--- src/rtl/vga_pix_pkg.sv ---
// rtl/vga_pix_pkg.sv - colour-depth types and pixel unpack helpers
// Purpose : shared types for the VGA pixel unpack FIFO.
//           cd_e   colour depth decoded from the 2-bit cd_i field
//           rgb_t  24-bit pixel
//           cd_from_bits / ppw / last_idx / unpack helper functions
package vga_pix_pkg;

   typedef enum logic [1:0] {
      CD_8GREY    = 2'd0,
      CD_16RGB565 = 2'd1,
      CD_32XRGB   = 2'd2
   } cd_e;

   typedef struct packed {
      logic [7:0] r;
      logic [7:0] g;
      logic [7:0] b;
   } rgb_t;

   // Both 10 and 11 select 32bpp.
   function automatic cd_e cd_from_bits(input logic [1:0] bits);
      case (bits)
         2'b00:   return CD_8GREY;
         2'b01:   return CD_16RGB565;
         default: return CD_32XRGB;
      endcase
   endfunction

   function automatic logic [2:0] ppw(input cd_e cd);
      case (cd)
         CD_8GREY:    return 3'd4;
         CD_16RGB565: return 3'd2;
         default:     return 3'd1;
      endcase
   endfunction

   // Index of the final pixel in a word (PPW-1), sized to match sub_idx.
   function automatic logic [1:0] last_idx(input cd_e cd);
      logic [2:0] n;
      n = ppw(cd) - 3'd1;
      return n[1:0];
   endfunction

   // Pixels are taken MSB first; shifting the selected pixel to the top
   // keeps the slice constant.
   function automatic rgb_t unpack(input logic [31:0] word, input cd_e cd,
                                   input logic [1:0] idx);
      rgb_t        p;
      logic [31:0] s;
      logic [15:0] h;
      p = '0;
      case (cd)
         CD_8GREY: begin
            s = word << {idx, 3'b000};
            p.r = s[31:24];
            p.g = s[31:24];
            p.b = s[31:24];
         end
         CD_16RGB565: begin
            s = word << {idx[0], 4'b0000};
            h = s[31:16];
            // Replicate top bits so full-scale 5/6-bit values map to 8'hFF.
            p.r = {h[15:11], h[15:13]};
            p.g = {h[10:5],  h[10:9]};
            p.b = {h[4:0],   h[4:2]};
         end
         default: begin
            p.r = word[23:16];
            p.g = word[15:8];
            p.b = word[7:0];
         end
      endcase
      return p;
   endfunction

endpackage

--- src/rtl/vga_sync_fifo.sv ---
// rtl/vga_sync_fifo.sv - synchronous pointer FIFO with level and flush
// Purpose : single-clock word FIFO.
// Ports   : wb_clk, wb_rst (sync, active-high), i_flush (sync clear),
//           i_push/i_wdata write side, i_pop/o_rdata read side
//           (o_rdata shows the head word combinationally),
//           o_level word count, o_full, o_empty.
// The caller must not push when full or pop when empty.
module vga_sync_fifo #(
   parameter int DEPTH = 16,
   parameter int AW    = 4,
   parameter int WIDTH = 32
) (
   input  logic             wb_clk,
   input  logic             wb_rst,
   input  logic             i_flush,
   input  logic             i_push,
   input  logic [WIDTH-1:0] i_wdata,
   input  logic             i_pop,
   output logic [WIDTH-1:0] o_rdata,
   output logic [AW:0]      o_level,
   output logic             o_full,
   output logic             o_empty
);

   logic [WIDTH-1:0] r_mem [DEPTH];
   logic [AW-1:0]    r_wr_ptr;
   logic [AW-1:0]    r_rd_ptr;
   logic [AW:0]      r_level;

   always_ff @(posedge wb_clk) begin
      if (wb_rst || i_flush) begin
         r_wr_ptr <= '0;
         r_rd_ptr <= '0;
         r_level  <= '0;
      end else begin
         if (i_push) r_wr_ptr <= r_wr_ptr + 1'b1;
         if (i_pop)  r_rd_ptr <= r_rd_ptr + 1'b1;
         case ({i_push, i_pop})
            2'b10:   r_level <= r_level + 1'b1;
            2'b01:   r_level <= r_level - 1'b1;
            default: r_level <= r_level;
         endcase
      end
   end

   always_ff @(posedge wb_clk) begin
      if (i_push && !wb_rst && !i_flush) r_mem[r_wr_ptr] <= i_wdata;
   end

   assign o_rdata = r_mem[r_rd_ptr];
   assign o_level = r_level;
   assign o_full  = (r_level == DEPTH[AW:0]);
   assign o_empty = (r_level == '0);

endmodule

--- src/rtl/vga_pixel_unpack_fifo.sv ---
// rtl/vga_pixel_unpack_fifo.sv - word FIFO plus unpack to 24-bit RGB pixels
// Purpose : buffers 32-bit video words and presents one RGB pixel per
//           request, one cycle after the request.
// Ports   : wb_clk, wb_rst (sync, active-high)
//           clr_i / cd_i       frame flush, latches colour depth
//           wr_en_i / wr_dat_i word push; full_o, fill_req_o, level_o
//           pix_req_i          pixel request; pix_vld_o, pix_r/g/b_o
//           underrun_o, overflow_o sticky error flags
module vga_pixel_unpack_fifo
   import vga_pix_pkg::*;
#(
   parameter int DEPTH    = 16,
   parameter int AW       = 4,
   parameter int AE_LEVEL = 4
) (
   input  logic        wb_clk,
   input  logic        wb_rst,
   input  logic        clr_i,
   input  logic [1:0]  cd_i,
   input  logic        wr_en_i,
   input  logic [31:0] wr_dat_i,
   output logic        full_o,
   output logic        fill_req_o,
   output logic [AW:0] level_o,
   input  logic        pix_req_i,
   output logic        pix_vld_o,
   output logic [7:0]  pix_r_o,
   output logic [7:0]  pix_g_o,
   output logic [7:0]  pix_b_o,
   output logic        underrun_o,
   output logic        overflow_o
);

   cd_e         r_cd_q;
   logic [31:0] r_hold_word;
   logic        r_hold_vld;
   logic [1:0]  r_sub_idx;
   logic        r_pix_vld;
   rgb_t        r_pix;
   logic        r_underrun;
   logic        r_overflow;

   logic [31:0] w_fifo_rdata;
   logic [AW:0] w_level;
   logic        w_full;
   logic        w_empty;
   logic        w_push;
   logic        w_pop;
   logic        w_consume;
   logic        w_last;

   // A clear cycle discards both the write and the request.
   assign w_consume = pix_req_i && r_hold_vld && !clr_i;
   assign w_last    = (r_sub_idx == last_idx(r_cd_q));
   assign w_push    = wr_en_i && !w_full && !clr_i;
   // Refill the holding register when it is empty or its last pixel goes out.
   assign w_pop     = !w_empty && !clr_i && (!r_hold_vld || (w_consume && w_last));

   vga_sync_fifo #(
      .DEPTH (DEPTH),
      .AW    (AW),
      .WIDTH (32)
   ) u_fifo (
      .wb_clk  (wb_clk),
      .wb_rst  (wb_rst),
      .i_flush (clr_i),
      .i_push  (w_push),
      .i_wdata (wr_dat_i),
      .i_pop   (w_pop),
      .o_rdata (w_fifo_rdata),
      .o_level (w_level),
      .o_full  (w_full),
      .o_empty (w_empty)
   );

   always_ff @(posedge wb_clk) begin
      if (wb_rst) begin
         r_cd_q     <= cd_from_bits(cd_i);
         r_hold_vld <= 1'b0;
         r_sub_idx  <= '0;
         r_pix_vld  <= 1'b0;
         r_pix      <= '0;
         r_underrun <= 1'b0;
         r_overflow <= 1'b0;
      end else if (clr_i) begin
         // Pixel value is left alone so the display keeps its last colour.
         r_cd_q     <= cd_from_bits(cd_i);
         r_hold_vld <= 1'b0;
         r_sub_idx  <= '0;
         r_pix_vld  <= 1'b0;
         r_underrun <= 1'b0;
         r_overflow <= 1'b0;
      end else begin
         r_pix_vld <= w_consume;
         if (w_consume) r_pix <= unpack(r_hold_word, r_cd_q, r_sub_idx);
         if (pix_req_i && !r_hold_vld) r_underrun <= 1'b1;
         if (wr_en_i && w_full) r_overflow <= 1'b1;

         if (w_pop) begin
            r_hold_word <= w_fifo_rdata;
            r_hold_vld  <= 1'b1;
            r_sub_idx   <= '0;
         end else if (w_consume) begin
            if (w_last) begin
               r_hold_vld <= 1'b0;
               r_sub_idx  <= '0;
            end else begin
               r_sub_idx <= r_sub_idx + 1'b1;
            end
         end
      end
   end

   assign full_o     = w_full;
   assign level_o    = w_level;
   assign fill_req_o = (w_level <= AE_LEVEL[AW:0]);
   assign pix_vld_o  = r_pix_vld;
   assign pix_r_o    = r_pix.r;
   assign pix_g_o    = r_pix.g;
   assign pix_b_o    = r_pix.b;
   assign underrun_o = r_underrun;
   assign overflow_o = r_overflow;

endmodule
--- config.mk ---
export PLATFORM = sky130hd
export DESIGN_NAME = vga_pixel_unpack_fifo
export DESIGN_NICKNAME = d
export VERILOG_FILES = /design/src/rtl/vga_pix_pkg.sv /design/src/rtl/vga_sync_fifo.sv /design/src/rtl/vga_pixel_unpack_fifo.sv
export SDC_FILE = /design/constraint.sdc
export NUM_CORES = 1
export LEC_CHECK = 0
export ABC_CLOCK_PERIOD_IN_PS = 10100
export BUFFER_PORTS_ARGS = -buffer_cell sky130_fd_sc_hd__buf_4
export CORE_MARGIN = 10
export CORE_UTILIZATION = 60
export CTS_BUF_LIST = sky130_fd_sc_hd__clkbuf_8 sky130_fd_sc_hd__clkbuf_16
export CTS_CLUSTER_DIAMETER = 200
export CTS_CLUSTER_SIZE = 12
export DETAILED_ROUTE_END_ITERATION = 10
export GPL_TIMING_DRIVEN = 1
export PLACE_DENSITY = 0.79
export RECOVER_POWER = 50
export SYNTH_ARGS = -nofsm -noshare
export SYNTH_HDL_FRONTEND = slang
export SYNTH_HIERARCHICAL = 1
export SYNTH_SLANG_ARGS = --single-unit
--- constraint.sdc ---
create_clock -name wb_clk -period 10.1 [get_ports wb_clk]
set_clock_uncertainty 0.05 [all_clocks]
set_input_delay 1.01 -clock wb_clk [delete_from_list [all_inputs] [get_ports wb_clk]]
set_output_delay 1.01 -clock wb_clk [all_outputs]
set_load 0.03 [all_outputs]
==> summary.txt, run 1 <==
Floorplan
  • Top-Level Pins: 73
  • Die Footprint: 46400 um^2
  • Die boundary height: 215 um
  • Initial core utilization: 0.608
  • CORE AREA: 37700 um^2
  • Number of rows in the core area: 71
  • Die extent in x: 215 um

Clock tree
  • Buffers inserted by post-CTS timing repair: 0
  • Clock sink total: 593
  • Post_cts resized: 0
  • Clock tree from TritonCTS: built
  • H-tree levels: 2
  • Post-CTS Hold Fix Bufs: 0
  • Number of clock buffers inserted by TritonCTS: 55
  • Clock tree root buffer cell: clkbuf_16
  • Worst-case clock buffer depth: 3
  • Source-to-sink clock delay at the later pin of the worst-skew pair: 610 ps
  • Clock transition at the register clock pins on the worst setup and hold paths after CTS: 60 ps

Yosys
  • Area of the mapped netlist: 22900 um^2
  • Library cell with the highest instance count after synthesis: edfxtp_1
  • Share of flip-flops with an asynchronous set or reset: 0
  • Most area-hungry cell type in the Yosys netlist: edfxtp_1
  • Number of enable flip-flop cells after synthesis: 546
  • Syn Nets: 1187
  • Sequential-to-total area share from yosys stat: 0.757
  • Top cell type's share of synthesized area: 0.716
  • Flip-flop cell with the highest count after synthesis: edfxtp_1
  • Cell count after synthesis: 1139
  • Post-Syn Area per Cell: 20.1 um^2
  • Count of distinct cell types in the synthesized netlist: 49
  • Warnings, synthesis: 6
  • Post-synth top cells: edfxtp_1, mux4_2, a22oi_1
  • Main area contributors after synthesis: edfxtp_1, mux4_2, dfxtp_1
  • #FFs+latches synth: 593

Finish
  • Layout net count: 1262
  • Area added between synthesis and finish: 10.4%
  • Final instance count without filler cells: 1747
  • Ant. Diodes: 0
  • Layout cell share with drive strength beyond 1: 0.202
  • Count of filler cells inserted in the layout: 2414
  • Final cell area excluding filler cells: 25300 um^2

STA
  • Slew at the pin closest to its max-slew limit: 3940 ps
  • Remaining max-slew budget at the tightest pin: -1.63
  • Setup_tns: 0 ps
  • Highest clock rate: 216 MHz
  • Number of pins exceeding their max-slew limit in the final report: 48
  • Count of endpoints failing setup in the final report: 0
  • Post-route fraction of the period consumed by the critical path: 0.458
  • Final number of hold-violating endpoints: 0
  • Final critical path time including I/O delays and setup: 4620 ps
  • Unrepaired setup endpoints after global routing: no

Route
  • Remaining routing DRC violations: 0
  • Post-detailed-routing wire length: 48500 um
  • Detail-routed net length per standard cell: 27.8 um
  • Total vias in the final route: 11476
  • Antenna viol nets, final: 0
  • Vias per Instance: 6.57
  • Number of DRC markers after the initial detailed-route iteration: 1065
  • First-pass iteration count of the detailed router: 5

Critical path
  • CP max-delay cell: clkbuf_1
  • Data arrival, critical path: 4920 ps
  • Sort of element at the end of the critical path: flip-flop
  • Critical Path Start Type: flip-flop
  • Cells along the critical path: clkbuf_1, mux4_2, a22oi_1, nand2_1
  • Maximum single-stage delay on the critical path: 2760 ps
  • Cell family with the largest share of critical-path delay: buffers and inverters
  • Data required time of the worst path: 10390 ps
  • Crit Path Class: reg2reg
  • Critical path buffer and inverter count: 1
  • Biggest fanout along the worst timing path: 47

Placement
  • Placer Congestion: 0.815
  • Dpl cell area: 24000 um^2
  • Buffers added on ports: 72
  • Number of cells after detailed placement: 1668
  • Post-DP HPWL: 27200 um

Flow run
  • Max Cap Violations: 1

Pwr
  • Post-route total power: 4.63 mW
  • Power Dens Cells: 183 nW/um^2
  • LEAKAGE: 7.79 nW
  • Largest voltage drop on the vdd net: 0.192 mV

Run status
  • Failing checks: max-capacitance violations, max-slew violations
  • Run status: finished, violations left

Global route
  • Total grt overflow: 0
  • Maximum number of pins on one net before global-route repair: 51
  • First-pass GRT wire length: 73600 um
  • Number of global-route vias before repair: 11659
  • GRT Total Usage: 0.209
  • Antenna violations before repair: 0

Min path
  • Worst min path class: reg2reg
layout make-up:
cell class / instances / area (um^2) / share of cell area
Timing Repair Buffer: 85 / 383 / 0.0151
Multi-Input combinational cell: 471 / 5370 / 0.212
Clock inverter: 24 / 139 / 0.00549
Inverter: 8 / 30.0 / 0.00119
Clock buffer: 55 / 1380 / 0.0545
Sequential cell: 593 / 17300 / 0.686
Tap cell: 511 / 639 / 0.0253
cell families (layout without fill, tap and decap cells):
group                    Yosys count  after routing  share of synthesized area
XOR/XNOR                           9              9                    0.00344
AO/OA/AOI/OAI                    159            159                     0.0498
adder cells (fa/ha/maj)            9              9                    0.00492
buffers and inverters             75            172                     0.0152
AND/OR/NAND/NOR                  131            131                     0.0275
multiplexers                     163            163                      0.142
flip-flops                       593            593                      0.757
worst register-to-register path, stage by stage, from the launching register on:
cell and delay (ps):
dfxtp_1 320, clkbuf_1 2760, mux4_2 800, a22oi_1 320, nand2_1 120
registers in the layout, summed over array words and instances, names as in the netlist, named ones only:
register,count
u_fifo/r_mem,512
r_hold_word,32
pix_b_o,8
pix_g_o,8
pix_r_o,8
u_fifo/o_level,5
u_fifo/r_rd_ptr,4
u_fifo/r_wr_ptr,4
r_cd_q,2
r_sub_idx,2
overflow_o,1
pix_vld_o,1
r_hold_vld,1
underrun_o,1
routing by layer:
metal	global-route usage	up-vias	wire, um	part of all wire
li1	-	4844	-	-
met1	0.280	6046	19400	0.40
met2	0.335	507	24000	0.49
met3	0.0479	79	3850	0.079
met4	0.0709	0	1350	0.028
met5	0	-	0	0
placed cells by master, fill, tap and decap left out, drive strengths merged, types with 5 or more instances in the layout:
| master | synthesis | routed |
|---|---|---|
| a211oi | 11 | 11 |
| a21oi | 22 | 22 |
| a221oi | 9 | 9 |
| a22oi | 64 | 64 |
| a31oi | 17 | 17 |
| buf | 39 | 16 |
| clkbuf | 28 | 124 |
| dfxtp | 47 | 47 |
| edfxtp | 546 | 546 |
| ha | 9 | 9 |
| inv | 8 | 30 |
| mux2 | 16 | 16 |
| mux2i | 19 | 19 |
| mux4 | 128 | 128 |
| nand2 | 48 | 48 |
| nor2 | 43 | 43 |
| nor2b | 5 | 5 |
| o21bai | 16 | 16 |
| o22a | 9 | 9 |
| xor2 | 6 | 6 |
power breakdown:
part	switching [mW]	internal (mW)
Clock	0.834	0.973
Combinational	0.0851	0.0427
Sequential	0.0102	2.69
final timing paths:
path / start / end / slack [ps] / cells after the start
max: flip-flop / r_hold_word[27] / 5480 / 4
min: underrun_o / underrun_o / 420 / 2
max reg2reg: flip-flop / r_hold_word[27] / 5480 / 4
min reg2reg: underrun_o / underrun_o / 420 / 2
through the flow:
stage	setup WS, ps	hold WS (ps)	utilization
2_1_floorplan	5710	435	-
3_3_place_gp	5860	400	0.638
3_5_place_dp	5760	409	0.638
4_1_cts	6080	425	0.678
5_1_grt	4750	471	0.671
6_report	5480	416	0.671
(Power assumes the default switching activity.)
==> run 2, diff against run 1 <==
--- a/config.mk
+++ b/config.mk
@@ -5,16 +5,17 @@
 export SDC_FILE = /design/constraint.sdc
 export NUM_CORES = 1
 export LEC_CHECK = 0
-export ABC_CLOCK_PERIOD_IN_PS = 10100
+export ABC_AREA = 1
+export ABC_CLOCK_PERIOD_IN_PS = 4250
 export BUFFER_PORTS_ARGS = -buffer_cell sky130_fd_sc_hd__buf_4
 export CORE_MARGIN = 10
-export CORE_UTILIZATION = 60
+export CORE_UTILIZATION = 56
 export CTS_BUF_LIST = sky130_fd_sc_hd__clkbuf_8 sky130_fd_sc_hd__clkbuf_16
 export CTS_CLUSTER_DIAMETER = 200
 export CTS_CLUSTER_SIZE = 12
 export DETAILED_ROUTE_END_ITERATION = 10
 export GPL_TIMING_DRIVEN = 1
-export PLACE_DENSITY = 0.79
+export PLACE_DENSITY = 0.78
 export RECOVER_POWER = 50
 export SYNTH_ARGS = -nofsm -noshare
 export SYNTH_HDL_FRONTEND = slang
==> constraint.sdc (replaced) <==
create_clock -name wb_clk -period 4.25 [get_ports wb_clk]
set_clock_uncertainty 0.05 [all_clocks]
set_input_delay 0.425 -clock wb_clk [delete_from_list [all_inputs] [get_ports wb_clk]]
set_output_delay 0.425 -clock wb_clk [all_outputs]
set_load 0.03 [all_outputs]
==> run 2 against run 1 <==
Against the previous run:
- the run still ends with max-capacitance violations, max-slew violations left
- worst hold slack worse by 360 ps
- synthesized area is 8.0% higher
- global-route usage is 0.19 points lower
- setup slack got worse by 5000 ps
- final cell count up 58%
- wire length is 15% higher
- clock power is 140% higher
- critical path type unchanged
- largest cell class unchanged
==> summary.txt, run 2 <==
Placement
  • Buffers added on ports: 72
  • Number of cells after detailed placement: 2667
  • Dpl cell area: 25700 um^2
  • Post-DP HPWL: 32400 um
  • Placer Congestion: 0.865

Run status
  • Run status: finished, violations left
  • Failing checks: max-capacitance violations, max-slew violations

Route
  • Antenna viol nets, final: 0
  • Total vias in the final route: 15818
  • Detail-routed net length per standard cell: 20.4 um
  • Vias per Instance: 5.75
  • Number of DRC markers after the initial detailed-route iteration: 1754
  • DR WL met3: 5530 um
  • Post-detailed-routing wire length: 56000 um
  • Remaining routing DRC violations: 0
  • Max layer used: met5
  • Total length of routed met2 wires: 26300 um
  • First-pass iteration count of the detailed router: 6
  • Metal1 wirelength: 22600 um

STA
  • Highest clock rate: 264 MHz
  • Setup_tns: 0 ps
  • Remaining max-slew budget at the tightest pin: -0.347
  • Final number of hold-violating endpoints: 0
  • Unrepaired setup endpoints after global routing: no
  • Slew at the pin closest to its max-slew limit: 2020 ps
  • Final critical path time including I/O delays and setup: 3780 ps
  • Post-route fraction of the period consumed by the critical path: 0.890
  • Count of endpoints failing setup in the final report: 0
  • Number of pins exceeding their max-slew limit in the final report: 111

Floorplan
  • Die boundary height: 230 um
  • Die extent in x: 230 um
  • Die Footprint: 53000 um^2
  • Number of rows in the core area: 76
  • Top-Level Pins: 73
  • CORE AREA: 43400 um^2
  • Initial core utilization: 0.570

Finish
  • Layout cell share with drive strength beyond 1: 0.0600
  • Commonest non-fill, non-tap cell in the layout: edfxtp_1
  • Layout net count: 2189
  • Post-layout util: 0.621
  • Final instance count without filler cells: 2752
  • Flip-flop count of the largest register after layout: 512
  • Area added between synthesis and finish: 8.81%
  • Biggest registers after layout: u_fifo/r_mem x512, r_hold_word x32
  • Top library cells by usage in the layout, fill and taps aside: edfxtp_1, inv_1, nand2_1
  • Largest Register: u_fifo/r_mem
  • Final cell area excluding filler cells: 26900 um^2

Clock tree
  • Clock tree root buffer cell: clkbuf_16
  • Buffers inserted by post-CTS timing repair: 0
  • Clock tree from TritonCTS: built
  • Post_cts resized: 0
  • Clock transition at the register clock pins on the worst setup and hold paths after CTS: 70 ps
  • Number of clock buffers inserted by TritonCTS: 55
  • Post-CTS Hold Fix Bufs: 2
  • Worst-case clock buffer depth: 3
  • H-tree levels: 2
  • Source-to-sink clock delay at the later pin of the worst-skew pair: 630 ps
  • Clock sink total: 593

Global route
  • Number of global-route vias before repair: 15262
  • Total grt overflow: 0
  • GRT Total Usage: 0.207
  • Maximum number of pins on one net before global-route repair: 102
  • First-pass GRT wire length: 86100 um
  • Antenna violations before repair: 4

Pwr
  • Post-route total power: 11.3 mW
  • Largest voltage drop on the vdd net: 0.320 mV
  • Power Dens Cells: 420 nW/um^2
  • LEAKAGE: 9.58 nW

Yosys
  • Sequential-to-total area share from yosys stat: 0.701
  • Count of distinct cell types in the synthesized netlist: 36
  • Post-Syn Area per Cell: 11.8 um^2
  • Main area contributors after synthesis: edfxtp_1, inv_1, nand3_1
  • Cell count after synthesis: 2092
  • Syn Nets: 2140
  • Number of enable flip-flop cells after synthesis: 546
  • #FFs+latches synth: 593
  • Flip-flop cell with the highest count after synthesis: edfxtp_1
  • Top cell type's share of synthesized area: 0.663
  • Post-synth top cells: edfxtp_1, inv_1, nand2_1
  • Warnings, synthesis: 6
  • Area of the mapped netlist: 24700 um^2
  • Share of flip-flops with an asynchronous set or reset: 0
  • Most area-hungry cell type in the Yosys netlist: edfxtp_1
  • Library cell with the highest instance count after synthesis: edfxtp_1

Critical path
  • Crit path capture: u_fifo/r_mem[0][0]
  • Worst reg2reg startpoint: u_fifo/o_level[2]
  • Minimum setup slack among reg-to-reg paths: 470 ps
  • Worst setup path startpoint: u_fifo/o_level[2]
  • Biggest fanout along the worst timing path: 19
  • Data required time of the worst path: 4470 ps
  • Reg-to-reg endpoint: u_fifo/r_mem[0][0]
  • Data arrival, critical path: 4010 ps
  • Critical Path Start Type: flip-flop
  • Sort of element at the end of the critical path: flip-flop
  • Worst r2r path cells: 8
  • Crit Path Class: reg2reg

Min path
  • Worst min path class: in2reg

Flow run
  • Max Cap Violations: 2
==> run 2: critical path, cell delays in order (launching register included) <==
cell	delay [ps]
dfxtp_1	400
inv_1	100
nand3_1	120
nor2_1	80
nor3b_1	220
clkbuf_1	330
nand2_1	180
nor2_1	1390
buf_4	530
==> run 2: cell families (layout without fill, tap and decap cells) <==
kind of cell | count (synthesis) | in the layout | synth area share
AO/OA/AOI/OAI | 499 | 499 | 0.115
other | 0 | 1 | 0
adder cells (fa/ha/maj) | 9 | 9 | 0.00455
flip-flops | 593 | 593 | 0.701
AND/OR/NAND/NOR | 540 | 540 | 0.0945
buffers and inverters | 448 | 522 | 0.0840
XOR/XNOR | 3 | 3 | 0.00106
==> run 2: worst min path at each step <==
stage,start,to,slack [ps],depth (start not counted)
after CTS,wr_dat_i[2],u_fifo/r_mem[7][2],30,1
after detailed placement,u_fifo/r_rd_ptr[2],flip-flop,430,2
after global placement,underrun_o,underrun_o,400,2
after global routing,wr_en_i,overflow_o,90,5
after floorplan,u_fifo/r_rd_ptr[2],flip-flop,400,2
final,wr_en_i,overflow_o,60,5
==> run 2: stage by stage <==
stage	hold WS (ps)	setup slack [ps]
floorplan	401	58.5
global placement	404	1090
detailed placement	425	1110
CTS	31.4	1080
global route	87.0	340
finish	58.5	466
==> run 2: cell type report <==
cell class	count	area, um^2
Fill cell	3321	16400
Antenna cell	1	2.50
Inverter	324	1220
Clock inverter	27	128
Multi-Input combinational cell	1051	5420
Timing Repair Buffer	116	701
Sequential cell	593	17300
Clock buffer	55	1380
Tap cell	585	732
==> run 2: report_power, final <==
group | switching [mW] | internal (mW) | total, mW
Clock | 1.99 | 2.31 | 4.30
Combinational | 0.393 | 0.145 | 0.539
Sequential | 0.0532 | 6.42 | 6.47
Total | 2.44 | 8.87 | 11.3
==> run 2: per-layer routing <==
layer	track usage	vias up
met4	0.0728	4
met3	0.0520	122
met2	0.328	695
met1	0.274	7591
li1	-	7406
met5	0	-
